## src/rtl/config_loader_pkg.sv

```systemverilog
// Purpose: shared constants, types and helpers for the configuration chain loader.
//   - Wishbone register offsets (relative to the block base address)
//   - CTRL and STATUS bit positions
//   - Load FSM state encoding
//   - CRC-16-CCITT constants and a single-bit update step
package config_loader_pkg;

  // Register offsets within the 256-byte window
  localparam logic [7:0] OFF_CTRL   = 8'h00;
  localparam logic [7:0] OFF_COLSEL = 8'h04;
  localparam logic [7:0] OFF_LEN    = 8'h08;
  localparam logic [7:0] OFF_DATA   = 8'h0C;
  localparam logic [7:0] OFF_STATUS = 8'h10;
  localparam logic [7:0] OFF_CRC    = 8'h14;

  // CTRL bits
  localparam int unsigned CTRL_CEN   = 0;
  localparam int unsigned CTRL_START = 1;

  // STATUS bits
  localparam int unsigned STS_BUSY    = 0;
  localparam int unsigned STS_OVF     = 1;
  localparam int unsigned STS_UNF     = 2;
  localparam int unsigned STS_DONE    = 3;
  localparam int unsigned STS_CNT_LSB = 8;
  localparam int unsigned STS_CNT_W   = 4;

  // CRC-16-CCITT
  localparam logic [15:0] CRC_POLY = 16'h1021;
  localparam logic [15:0] CRC_INIT = 16'hFFFF;

  typedef enum logic [1:0] {
    ST_IDLE  = 2'd0,
    ST_LOAD  = 2'd1,
    ST_SHIFT = 2'd2,
    ST_SET   = 2'd3
  } load_state_e;

  // One MSB-first CRC step for a single serial bit
  function automatic logic [15:0] crc16_step(input logic [15:0] crc, input logic bit_in);
    logic fb;
    fb = crc[15] ^ bit_in;
    return fb ? ({crc[14:0], 1'b0} ^ CRC_POLY) : {crc[14:0], 1'b0};
  endfunction

endpackage

```

## src/rtl/config_word_fifo.sv

```systemverilog
// Purpose: synchronous word FIFO with show-ahead read data and push/pop in the
//   same cycle; a push while full succeeds when a pop happens in that cycle.
// Ports:
//   i_clk, i_rst       clock, synchronous active-high reset
//   i_push, i_wdata    write request and word
//   i_pop              read request (ignored when empty)
//   o_rdata_c          head word (combinational)
//   o_full_c, o_empty_c occupancy flags (combinational from the count)
//   o_count            number of stored words
module config_word_fifo #(
  parameter  int unsigned DEPTH = 8,
  parameter  int unsigned W     = 32,
  localparam int unsigned AW    = $clog2(DEPTH),
  localparam int unsigned CW    = $clog2(DEPTH + 1)
) (
  input  logic          i_clk,
  input  logic          i_rst,
  input  logic          i_push,
  input  logic [W-1:0]  i_wdata,
  input  logic          i_pop,
  output logic [W-1:0]  o_rdata_c,
  output logic          o_full_c,
  output logic          o_empty_c,
  output logic [CW-1:0] o_count
);

  logic [W-1:0]  r_mem [DEPTH];
  logic [AW-1:0] r_wr_ptr;
  logic [AW-1:0] r_rd_ptr;
  logic [CW-1:0] r_count;
  logic          w_do_push;
  logic          w_do_pop;

  assign o_full_c  = (r_count == CW'(DEPTH));
  assign o_empty_c = (r_count == '0);
  assign o_rdata_c = r_mem[r_rd_ptr];
  assign o_count   = r_count;

  // A pop frees the slot a full-FIFO push needs in the same cycle
  assign w_do_pop  = i_pop && !o_empty_c;
  assign w_do_push = i_push && (!o_full_c || w_do_pop);

  // Pointers and occupancy
  always_ff @(posedge i_clk) begin
    if (i_rst) begin
      r_wr_ptr <= '0;
      r_rd_ptr <= '0;
      r_count  <= '0;
    end else begin
      if (w_do_push) r_wr_ptr <= r_wr_ptr + AW'(1);
      if (w_do_pop)  r_rd_ptr <= r_rd_ptr + AW'(1);
      r_count <= r_count + CW'(w_do_push) - CW'(w_do_pop);
    end
  end

  // Storage (contents are don't-care until written)
  always_ff @(posedge i_clk) begin
    if (w_do_push) r_mem[r_wr_ptr] <= i_wdata;
  end

endmodule

```

## src/rtl/config_chain_loader.sv

```systemverilog
// Purpose: Wishbone-slave bitstream loader. Firmware pushes 32-bit words into a
//   FIFO; on START the words are shifted LSB-first into the masked column chains
//   for LEN bits, followed by a single set pulse. Also owns the fabric cen.
// Optional build macro: CONFIG_CRC_EN adds a CRC-16-CCITT over every shifted bit,
//   readable at offset 0x14 (reads 0 when the macro is undefined).
// Ports:
//   wb_clk_i, wb_rst_i          clock, synchronous active-high reset
//   wbs_*                       Wishbone slave (registered single-cycle ack)
//   cen                         fabric configuration enable (CTRL bit0)
//   cfg_data_out/shift_out/set_out  per-column chain data, shift and set strobes
//   busy                        load in progress
module config_chain_loader
  import config_loader_pkg::*;
#(
  parameter logic [31:0] BASE_ADDR  = 32'h3000_1000,
  parameter int unsigned NCOL       = 4,
  parameter int unsigned FIFO_DEPTH = 8,
  parameter int unsigned LEN_W      = 16
) (
  input  logic            wb_clk_i,
  input  logic            wb_rst_i,
  input  logic            wbs_stb_i,
  input  logic            wbs_cyc_i,
  input  logic            wbs_we_i,
  input  logic [3:0]      wbs_sel_i,
  input  logic [31:0]     wbs_data_i,
  input  logic [31:0]     wbs_addr_i,
  output logic            wbs_ack_o,
  output logic [31:0]     wbs_data_o,
  output logic            cen,
  output logic [NCOL-1:0] cfg_data_out,
  output logic [NCOL-1:0] cfg_shift_out,
  output logic [NCOL-1:0] cfg_set_out,
  output logic            busy
);

  localparam int unsigned CNT_W = $clog2(FIFO_DEPTH + 1);

  // Bus and register state
  logic             r_ack;
  logic [31:0]      r_rdata;
  logic             r_cen;
  logic [NCOL-1:0]  r_colsel;
  logic [LEN_W-1:0] r_len;
  logic             r_ovf;
  logic             r_unf;
  logic             r_done;

  // Load engine state
  load_state_e      r_state;
  logic [LEN_W-1:0] r_remaining;
  logic [31:0]      r_sr;
  logic [4:0]       r_bitcnt;
  logic [NCOL-1:0]  r_mask;
  logic             r_busy;
  logic [NCOL-1:0]  r_cfg_data;
  logic [NCOL-1:0]  r_cfg_shift;
  logic [NCOL-1:0]  r_cfg_set;
`ifdef CONFIG_CRC_EN
  logic [15:0]      r_crc;
`endif

  logic             w_sel;
  logic             w_wr;
  logic             w_rd;
  logic [7:0]       w_off;
  logic             w_push;
  logic             w_pop;
  logic             w_full;
  logic             w_empty;
  logic [CNT_W-1:0] w_count;
  logic [31:0]      w_fifo_rdata;
  logic             w_start;
  logic             w_sts_clr;
  logic [31:0]      w_rdata;

  // Decode: the ack cycle itself never re-selects, guaranteeing a gap after each ack
  assign w_sel     = wbs_stb_i && wbs_cyc_i && (wbs_addr_i[31:8] == BASE_ADDR[31:8]) && !r_ack;
  assign w_wr      = w_sel && wbs_we_i;
  assign w_rd      = w_sel && !wbs_we_i;
  assign w_off     = wbs_addr_i[7:0];
  assign w_push    = w_wr && (w_off == OFF_DATA) && (wbs_sel_i == 4'hF);
  assign w_start   = w_wr && (w_off == OFF_CTRL) && wbs_sel_i[0] && wbs_data_i[CTRL_START];
  assign w_sts_clr = w_wr && (w_off == OFF_STATUS);
  assign w_pop     = (r_state == ST_LOAD) && !w_empty;

  config_word_fifo #(
    .DEPTH (FIFO_DEPTH),
    .W     (32)
  ) u_fifo (
    .i_clk     (wb_clk_i),
    .i_rst     (wb_rst_i),
    .i_push    (w_push),
    .i_wdata   (wbs_data_i),
    .i_pop     (w_pop),
    .o_rdata_c (w_fifo_rdata),
    .o_full_c  (w_full),
    .o_empty_c (w_empty),
    .o_count   (w_count)
  );

  // Read mux; unmapped offsets return zero
  always_comb begin
    w_rdata = '0;
    case (w_off)
      OFF_CTRL:   w_rdata[CTRL_CEN]      = r_cen;
      OFF_COLSEL: w_rdata[NCOL-1:0]      = r_colsel;
      OFF_LEN:    w_rdata[LEN_W-1:0]     = r_len;
      OFF_STATUS: begin
        w_rdata[STS_BUSY] = r_busy;
        w_rdata[STS_OVF]  = r_ovf;
        w_rdata[STS_UNF]  = r_unf;
        w_rdata[STS_DONE] = r_done;
        w_rdata[STS_CNT_LSB +: STS_CNT_W] = STS_CNT_W'(w_count);
      end
`ifdef CONFIG_CRC_EN
      OFF_CRC:    w_rdata[15:0]          = r_crc;
`endif
      default:    w_rdata = '0;
    endcase
  end

  // Bus registers, sticky flags and the load FSM
  always_ff @(posedge wb_clk_i) begin
    if (wb_rst_i) begin
      r_ack       <= 1'b0;
      r_rdata     <= '0;
      r_cen       <= 1'b0;
      r_colsel    <= '0;
      r_len       <= '0;
      r_ovf       <= 1'b0;
      r_unf       <= 1'b0;
      r_done      <= 1'b0;
      r_state     <= ST_IDLE;
      r_remaining <= '0;
      r_sr        <= '0;
      r_bitcnt    <= '0;
      r_mask      <= '0;
      r_busy      <= 1'b0;
      r_cfg_data  <= '0;
      r_cfg_shift <= '0;
      r_cfg_set   <= '0;
`ifdef CONFIG_CRC_EN
      r_crc       <= '0;
`endif
    end else begin
      r_ack   <= w_sel;
      r_rdata <= w_rd ? w_rdata : 32'h0;

      // Byte-masked register writes
      if (w_wr && (w_off == OFF_CTRL) && wbs_sel_i[0]) r_cen <= wbs_data_i[CTRL_CEN];
      if (w_wr && (w_off == OFF_COLSEL)) begin
        for (int i = 0; i < int'(NCOL); i++)
          if (wbs_sel_i[i/8]) r_colsel[i] <= wbs_data_i[i];
      end
      if (w_wr && (w_off == OFF_LEN)) begin
        for (int i = 0; i < int'(LEN_W); i++)
          if (wbs_sel_i[i/8]) r_len[i] <= wbs_data_i[i];
      end

      // Clear first so a same-cycle set from the engine wins
      if (w_sts_clr) begin
        r_ovf  <= 1'b0;
        r_unf  <= 1'b0;
        r_done <= 1'b0;
      end
      if (w_push && w_full && !w_pop) r_ovf <= 1'b1;

      // Strobes are single-cycle unless re-asserted below
      r_cfg_data  <= '0;
      r_cfg_shift <= '0;
      r_cfg_set   <= '0;

      case (r_state)
        ST_IDLE: begin
          if (w_start && (r_len != '0) && (r_colsel != '0)) begin
            r_state     <= ST_LOAD;
            r_remaining <= r_len;
            r_mask      <= r_colsel;
            r_busy      <= 1'b1;
`ifdef CONFIG_CRC_EN
            r_crc       <= CRC_INIT;
`endif
          end
        end
        ST_LOAD: begin
          if (!w_empty) begin
            r_sr     <= w_fifo_rdata;
            r_bitcnt <= '0;
            r_state  <= ST_SHIFT;
          end else begin
            r_unf <= 1'b1;
          end
        end
        ST_SHIFT: begin
          r_cfg_shift <= r_mask;
          r_cfg_data  <= r_mask & {NCOL{r_sr[0]}};
          r_sr        <= {1'b0, r_sr[31:1]};
          r_remaining <= r_remaining - LEN_W'(1);
          r_bitcnt    <= r_bitcnt + 5'd1;
`ifdef CONFIG_CRC_EN
          r_crc       <= crc16_step(r_crc, r_sr[0]);
`endif
          // Length exhaustion takes precedence; leftover word bits are dropped
          if (r_remaining == LEN_W'(1))  r_state <= ST_SET;
          else if (r_bitcnt == 5'd31)    r_state <= ST_LOAD;
        end
        ST_SET: begin
          r_cfg_set <= r_mask;
          r_done    <= 1'b1;
          r_busy    <= 1'b0;
          r_state   <= ST_IDLE;
        end
        default: begin
          r_busy  <= 1'b0;
          r_state <= ST_IDLE;
        end
      endcase
    end
  end

  assign wbs_ack_o     = r_ack;
  assign wbs_data_o    = r_rdata;
  assign cen           = r_cen;
  assign cfg_data_out  = r_cfg_data;
  assign cfg_shift_out = r_cfg_shift;
  assign cfg_set_out   = r_cfg_set;
  assign busy          = r_busy;

endmodule

```

## config.mk

```make
export PLATFORM = sky130hd
export DESIGN_NAME = config_chain_loader
export DESIGN_NICKNAME = d
export VERILOG_FILES = /design/src/rtl/config_loader_pkg.sv /design/src/rtl/config_word_fifo.sv /design/src/rtl/config_chain_loader.sv
export SDC_FILE = /design/constraint.sdc
export NUM_CORES = 1
export LEC_CHECK = 0
export CAP_MARGIN = 0
export CORE_MARGIN = 1.5
export CORE_UTILIZATION = 55
export DETAILED_ROUTE_END_ITERATION = 6
export PLACE_DENSITY = 0.85
export SETUP_SLACK_MARGIN = 0.5
export SLEW_MARGIN = 20
export SYNTH_ARGS = -nofsm -noshare
export SYNTH_HDL_FRONTEND = slang
export SYNTH_SLANG_ARGS = --single-unit
```

## constraint.sdc

```tcl
create_clock -name wb_clk_i -period 7.7 [get_ports wb_clk_i]
set_clock_uncertainty 0.1 [all_clocks]
set_input_delay 1.54 -clock wb_clk_i [delete_from_list [all_inputs] [get_ports wb_clk_i]]
set_output_delay 1.54 -clock wb_clk_i [all_outputs]
set_load 0.05 [all_outputs]
```

Word-level counts from Yosys, hierarchy flattened --
Memories as Yosys holds them, arrays and structs flattened. A register that Yosys moved wholly into a read port is not among the register bits. Cells that the tools add are included.
Word-level totals: register bits after elaboration 139, memory bits (writable) 256, input bits 73, output and inout port bits 47, logic and storage cells 124, memories kept 1
Cells by class: add/subtract/negate cells 6, equality and inequality tests 15, multiplexer cells 26, bitwise gates (word level) 5, reductions and logical operators 48
Memories:
- u_fifo.r_mem | words 8, bits a word 32, rd ports 1, clocked after memory_dff 1, write ports 1, line config_word_fifo.sv:27 | logic [W-1:0] r_mem [DEPTH];
Operators with widths (number):
- $pmux W32 S2 | 1
- $mux W32 | 1
- $pmux W16 S2 | 1
- $eq A24 B22 Y1 const B | 1
- $logic_and A1 B1 Y1 | 20
- $eq A16 B1 Y1 const B | 1
- $eq A8 B4 Y1 const B | 2
- $mux W16 | 1
- $reduce_bool A16 Y1 | 1
- $sub A16 B1 Y16 const B | 1
- $reduce_and A2 Y1 | 7
- $pmux W5 S2 | 1
- $reduce_bool A2 Y1 | 5
- $mux W1 | 9
- $pmux W3 S3 | 1
- $eq A4 B4 Y1 const B | 2
- $eq A8 B3 Y1 const B | 1
- $eq A8 B5 Y1 const B | 1
- $logic_not A8 Y1 | 1
- $mux W2 | 4
- $pmux W2 S4 | 1
- $pmux W4 S2 | 1
- $add A3 B1 Y3 const B | 2
- $mux W3 | 2
- 21 further kinds | 32

Logic depth before layout (Yosys ltp) --
depth in word-level cells 11, mapped depth 12

Hierarchy --
From an unflattened synthesis, not the netlist that was laid out.
Second synthesis, totals: cell total of the unflattened synthesis 1043, area, all modules 15302.2 um^2
Modules (own cells, without submodules):
- config_word_fifo | times used 1, cells an instance 463, area an instance 10491.3 um^2
- config_chain_loader | times used 1, cells an instance 580, area an instance 4810.9 um^2

Worst setup path after synthesis --
OpenSTA, ideal clock, no wires.
kind input -> register, start point input port wbs_addr_i[15], end point memory u_fifo.r_mem[0][0], enable pin, arrival time 5.605 ns, required time 7.099 ns, slack 1.493 ns, stages 5, cells stage by stage nor4_2 and4_1 and4_1 nand2_1 nor4_1
On the way: cells in the longest elaborated chain, start to end 9
Ends and longest elaborated chain:
- start: declaration | line config_chain_loader.sv:27 | input logic [31:0] wbs_addr_i,
- $eq A24 B22 Y1 | line config_chain_loader.sv:78 | assign w_sel = wbs_stb_i && wbs_cyc_i && (wbs_addr_i[31:8] == BASE_ADDR[31:8]) && !r_ack;
- $logic_and A1 B1 Y1 (2 in a row) | line config_chain_loader.sv:78
- $logic_and A1 B1 Y1 | line config_chain_loader.sv:79 | assign w_wr = w_sel && wbs_we_i;
- $logic_and A1 B1 Y1 (2 in a row) | line config_chain_loader.sv:82 | assign w_push = w_wr && (w_off == OFF_DATA) && (wbs_sel_i == 4'hF);
- $logic_and A1 B1 Y1 | line config_word_fifo.sv:41 | assign w_do_push = i_push && (!o_full_c || w_do_pop);
- $mux W1 | line config_word_fifo.sv:58 | if (w_do_push) r_mem[r_wr_ptr] <= i_wdata;
- $mux W1 (not written as such) | line config_word_fifo.sv:58
- end: declaration | line config_word_fifo.sv:27
No other way between the ends.

Final worst setup path --
start point input port wbs_addr_i[15], end point memory u_fifo.r_mem[7][18], enable pin
The elaborated chain is that of the path after synthesis.

==> metrics.txt <==
# TYPE chip_impl_metric gauge
chip_impl_info{name="status",value="complete, no violations"} 1
chip_impl_info{name="mostFrequentLayoutCells",value="sky130_fd_sc_hd__edfxtp_1 (256), sky130_fd_sc_hd__dfxtp_1 (123), sky130_fd_sc_hd__nor2_1 (115)"} 1
chip_impl_metric{name="synth-warning-count",unit=""} 0
chip_impl_metric{name="cts_resized",unit=""} 0
chip_impl_metric{name="clk_pin_slew_worst_paths",unit="ps"} 60
chip_impl_metric{name="yosysSeqAreaShare",unit=""} 0.675
chip_impl_metric{name="number_of_flops_mapped_to_enable_cells_by_yosys",unit=""} 256
chip_impl_metric{name="antenna_found_initial",unit=""} 1
chip_impl_metric{name="timing.fmax",unit="GHz"} 0.246
chip_impl_metric{name="syn_avg_cell_area",unit="um2"} 15.1
chip_impl_metric{name="intPower",unit="mW"} 3.32
chip_impl_metric{name="post_cts_hold_buffer_count",unit=""} 0
chip_impl_metric{name="floorplan.die.height",unit="um"} 169
chip_impl_info{name="hold_path_sink",value="r_done"} 1
chip_impl_info{name="rsz0062_at_grt",value="no"} 1
chip_impl_info{name="worstPathCellList",value="clkdlybuf4s50_1 -> nor4_2 -> and4_1 -> and4_1 -> nand3_1 -> nor2_4 -> buf_16"} 1
chip_impl_metric{name="maxSlewViolCount",unit=""} 0
chip_impl_metric{name="count_of_cells_along_the_worst_register_to_register_path",unit=""} 7
chip_impl_metric{name="drv_cap",unit=""} 0
chip_impl_metric{name="via_count",unit=""} 9360
chip_impl_metric{name="place_hpwl",unit="um"} 19200
chip_impl_metric{name="maxSlewHeadroom",unit=""} 0.359
chip_impl_info{name="slowest_stage",value="sky130_fd_sc_hd__nor2_4"} 1
chip_impl_metric{name="instances_no_fill",unit=""} 1470
chip_impl_metric{name="global_route.overflow_total",unit=""} 0
chip_impl_metric{name="finish.instance_area",unit="mm2"} 0.0178
chip_impl_metric{name="cts_buffer_depth",unit=""} 3
chip_impl_metric{name="grt_pass1_wl",unit="um"} 53400
chip_impl_info{name="cts_tree",value="built"} 1
chip_impl_metric{name="netlist_area_before_placement",unit="mm2"} 0.0151
chip_impl_metric{name="power.leakage",unit="nW"} 5.73
chip_impl_metric{name="power.share.clock",unit=""} 0.449
chip_impl_info{name="crit_family",value="simple AND/OR/NAND/NOR gates"} 1
chip_impl_metric{name="port_buffers",unit=""} 103
chip_impl_metric{name="filler_cell_count",unit=""} 1725
chip_impl_metric{name="power-per-cell-area",unit="mW/mm2"} 233
chip_impl_metric{name="cts.sinks",unit=""} 382
chip_impl_metric{name="drt_first_iter_violations",unit=""} 919
chip_impl_info{name="min-delay-start",value="r_done"} 1
chip_impl_info{name="worstSetupStartpointType",value="input pin"} 1
chip_impl_info{name="most_frequent_standard_cell_in_the_layout_excluding_fill_and_tap_cells",value="sky130_fd_sc_hd__edfxtp_1"} 1
chip_impl_metric{name="drcViolationCount",unit=""} 0
chip_impl_info{name="critical-path-top-cell-by-count",value="sky130_fd_sc_hd__and4_1"} 1
chip_impl_metric{name="critPathBufInv",unit=""} 2
chip_impl_metric{name="die_width",unit="um"} 169
chip_impl_metric{name="vdd.ir_drop.worst",unit="uV"} 147
chip_impl_metric{name="synth_seq_cells",unit=""} 382
chip_impl_metric{name="worst_pin_slew",unit="ps"} 961
chip_impl_metric{name="share_seq_of_total_power",unit=""} 0.528
chip_impl_info{name="cts_root_buf",value="sky130_fd_sc_hd__clkbuf_16"} 1
chip_impl_metric{name="route.detailed.vias_per_inst",unit=""} 6.37
chip_impl_metric{name="flow.area_growth_from_synthesis",unit="%"} 17.4
chip_impl_metric{name="vias_in_the_first_global_route",unit=""} 9544
chip_impl_metric{name="critPathMaxStageDelay",unit="ps"} 610
chip_impl_metric{name="synthCells",unit=""} 1001
chip_impl_metric{name="setup_viol_count_final",unit=""} 0
chip_impl_metric{name="final_core_utilization",unit=""} 0.659
chip_impl_info{name="dominantRegCellSynth",value="sky130_fd_sc_hd__edfxtp_1"} 1
chip_impl_metric{name="multi_input_area",unit="mm2"} 0.00462
chip_impl_metric{name="period_needed",unit="ps"} 4060
chip_impl_metric{name="clock_latency_late_sink",unit="ps"} 520
chip_impl_metric{name="p_comb_frac",unit=""} 0.023
chip_impl_metric{name="cts-htree-levels",unit=""} 2
chip_impl_metric{name="cts.repair_timing.setup_buffer_count",unit=""} 0
chip_impl_metric{name="post_drt_wl_per_cell",unit="um"} 23.0
chip_impl_metric{name="final_hold_viol_count",unit=""} 0
chip_impl_metric{name="timing.final.ws_setup",unit="ps"} 3640
chip_impl_metric{name="final.period_utilization",unit=""} 0.528
chip_impl_metric{name="starting_density",unit=""} 0.561
chip_impl_metric{name="total_instance_count_after_detailed_placement",unit=""} 1399
chip_impl_metric{name="path_depth",unit=""} 7
chip_impl_metric{name="fp.dieArea",unit="mm2"} 0.0285
chip_impl_metric{name="switching_power",unit="mW"} 0.814
chip_impl_metric{name="r2r_slack",unit="ps"} 4290
chip_impl_metric{name="design.portCount",unit=""} 120
chip_impl_metric{name="numCtsBuffers",unit=""} 38
chip_impl_metric{name="final.setup.tns",unit="ps"} 0
chip_impl_metric{name="critPathArrivalTime",unit="ps"} 4190
chip_impl_metric{name="grt_start_max_net_pins",unit=""} 88
chip_impl_metric{name="hold_slack",unit="ps"} 378
chip_impl_info{name="critical_path.reg2reg.startpoint",value="r_state[0]"} 1
chip_impl_metric{name="ant_nets",unit=""} 0
chip_impl_metric{name="seq_area",unit="mm2"} 0.0102
chip_impl_metric{name="global_route.usage.total",unit=""} 0.245
chip_impl_info{name="hold_path_class",value="register to register"} 1
chip_impl_metric{name="synth_async_sr_flop_share",unit=""} 0
chip_impl_metric{name="rows",unit=""} 60
chip_impl_metric{name="postPlaceCellArea",unit="mm2"} 0.0164
chip_impl_metric{name="coreArea",unit="mm2"} 0.0270
chip_impl_metric{name="finalWeightedCongestion",unit=""} 0.883
chip_impl_metric{name="firstDrtPassIters",unit=""} 5
chip_impl_metric{name="wl",unit="um"} 33800
chip_impl_metric{name="num_antenna_cells",unit=""} 0
chip_impl_metric{name="worst-endpoint-required",unit="ps"} 7820
chip_impl_metric{name="total_power",unit="mW"} 4.13
chip_impl_metric{name="synth.distinct_cells",unit=""} 61
chip_impl_metric{name="layout-drive-gt1-share",unit=""} 0.145
chip_impl_info{name="worst_r2r_endpoint",value="u_fifo.r_mem[7][18]"} 1
chip_impl_info{name="timing.critical_path.to_type",value="register"} 1
chip_impl_metric{name="power_switching_share",unit=""} 0.197
chip_impl_metric{name="holdPathStages",unit=""} 2
chip_impl_metric{name="nets",unit=""} 1187
chip_impl_info{name="setup.worst_path.class",value="input pin to register"} 1
chip_impl_metric{name="path_max_fanout",unit=""} 17
chip_impl_metric{name="pre_cts_ws",unit="ps"} 2850
[worst max-delay path by stage]
stage | to | from
6_report | u_fifo.r_mem[7][18] | wbs_addr_i[15]
5_1_grt | u_fifo.r_mem[7][18] | wbs_addr_i[15]
4_1_cts | u_fifo.r_mem[3][10] | wbs_addr_i[15]
3_5_place_dp | u_fifo.r_mem[3][17] | wbs_addr_i[15]
3_3_place_gp | u_fifo.r_mem[3][17] | wbs_addr_i[15]
2_1_floorplan | u_fifo.r_mem[0][0] | wbs_addr_i[15]
[sequential cells by signal (all words and copies together) (netlist names), named ones only]
signal	cells
u_fifo.r_mem	256
r_sr	32
r_len	16
r_remaining	16
wbs_data_o	16
r_bitcnt	5
cfg_data_out	4
cfg_set_out	4
cfg_shift_out	4
r_colsel	4
r_mask	4
u_fifo.o_count	4
u_fifo.r_rd_ptr	3
u_fifo.r_wr_ptr	3
r_state	2
busy	1
cen	1
r_done	1
r_ovf	1
r_unf	1
wbs_ack_o	1
[final cells by class]
cell class	instances	area share
inverters	15	0.00317
well taps	341	0.0240
repair buffers	117	0.0662
clock inverters	16	0.00965
flip-flops and latches	382	0.575
multi-input cells	547	0.260
clock buffers	52	0.0612
[synth_stat cells, types with 4 or more instances]
master	number	area, um2
sky130_fd_sc_hd__and4_1	4	35.0
sky130_fd_sc_hd__nand4_1	14	87.6
sky130_fd_sc_hd__nand2_1	33	124
sky130_fd_sc_hd__a22oi_1	7	52.6
sky130_fd_sc_hd__buf_4	18	135
sky130_fd_sc_hd__and2_1	17	106
sky130_fd_sc_hd__buf_1	6	22.5
sky130_fd_sc_hd__edfxtp_1	256	7690
sky130_fd_sc_hd__or4_1	5	37.5
sky130_fd_sc_hd__ha_1	12	150
sky130_fd_sc_hd__and3_1	11	68.8
sky130_fd_sc_hd__dfxtp_1	126	2520
sky130_fd_sc_hd__clkbuf_1	34	128
sky130_fd_sc_hd__nor2_1	120	450
sky130_fd_sc_hd__nand3_1	17	85.1
sky130_fd_sc_hd__or3_1	4	25.0
sky130_fd_sc_hd__o21ai_0	8	40.0
sky130_fd_sc_hd__mux4_2	64	1440
sky130_fd_sc_hd__a21oi_1	32	160
sky130_fd_sc_hd__mux2i_1	53	531
sky130_fd_sc_hd__nor4_1	7	43.8
sky130_fd_sc_hd__nand2b_1	4	25.0
sky130_fd_sc_hd__a31oi_1	11	68.8
sky130_fd_sc_hd__nor2b_1	4	25.0
sky130_fd_sc_hd__o21ai_1	4	20.0
sky130_fd_sc_hd__buf_2	14	70.1
sky130_fd_sc_hd__inv_1	15	56.3
sky130_fd_sc_hd__nor3_1	15	75.1
sky130_fd_sc_hd__nor4_2	6	75.1
sky130_fd_sc_hd__a221oi_1	32	280
[power by group through the flow]
stage	sequential, mW	combinational, mW	clock [mW]
after floorplan	2.23	0.0356	0
after global placement	2.23	0.0906	0
after detailed placement	2.23	0.0934	0
after CTS	2.18	0.0935	1.87
after global routing	2.18	0.0999	1.95
final	2.18	0.0943	1.85
[worst min-delay path, stage by stage, from the launching register on]
cell and delay [ps]:
sky130_fd_sc_hd__dfxtp_1 310, sky130_fd_sc_hd__nand2_1 50, sky130_fd_sc_hd__a21oi_1 60
[layer usage]
layer  GRT usage  share of wire
met5           0              0
met4      0.0920          0.025
met3      0.0339          0.081
met2       0.409           0.50
met1       0.330           0.39
[logic make-up after synthesis]
group,synth area share
XOR/XNOR,0.00232
adder cells (fa/ha/maj),0.0113
AO/OA/AOI/OAI,0.0553
multiplexers,0.130
flip-flops,0.675
buffers and inverters,0.0272
AND/OR/NAND/NOR,0.0982
other,0.000248
Note: power is estimated with default switching activity, not from simulation.
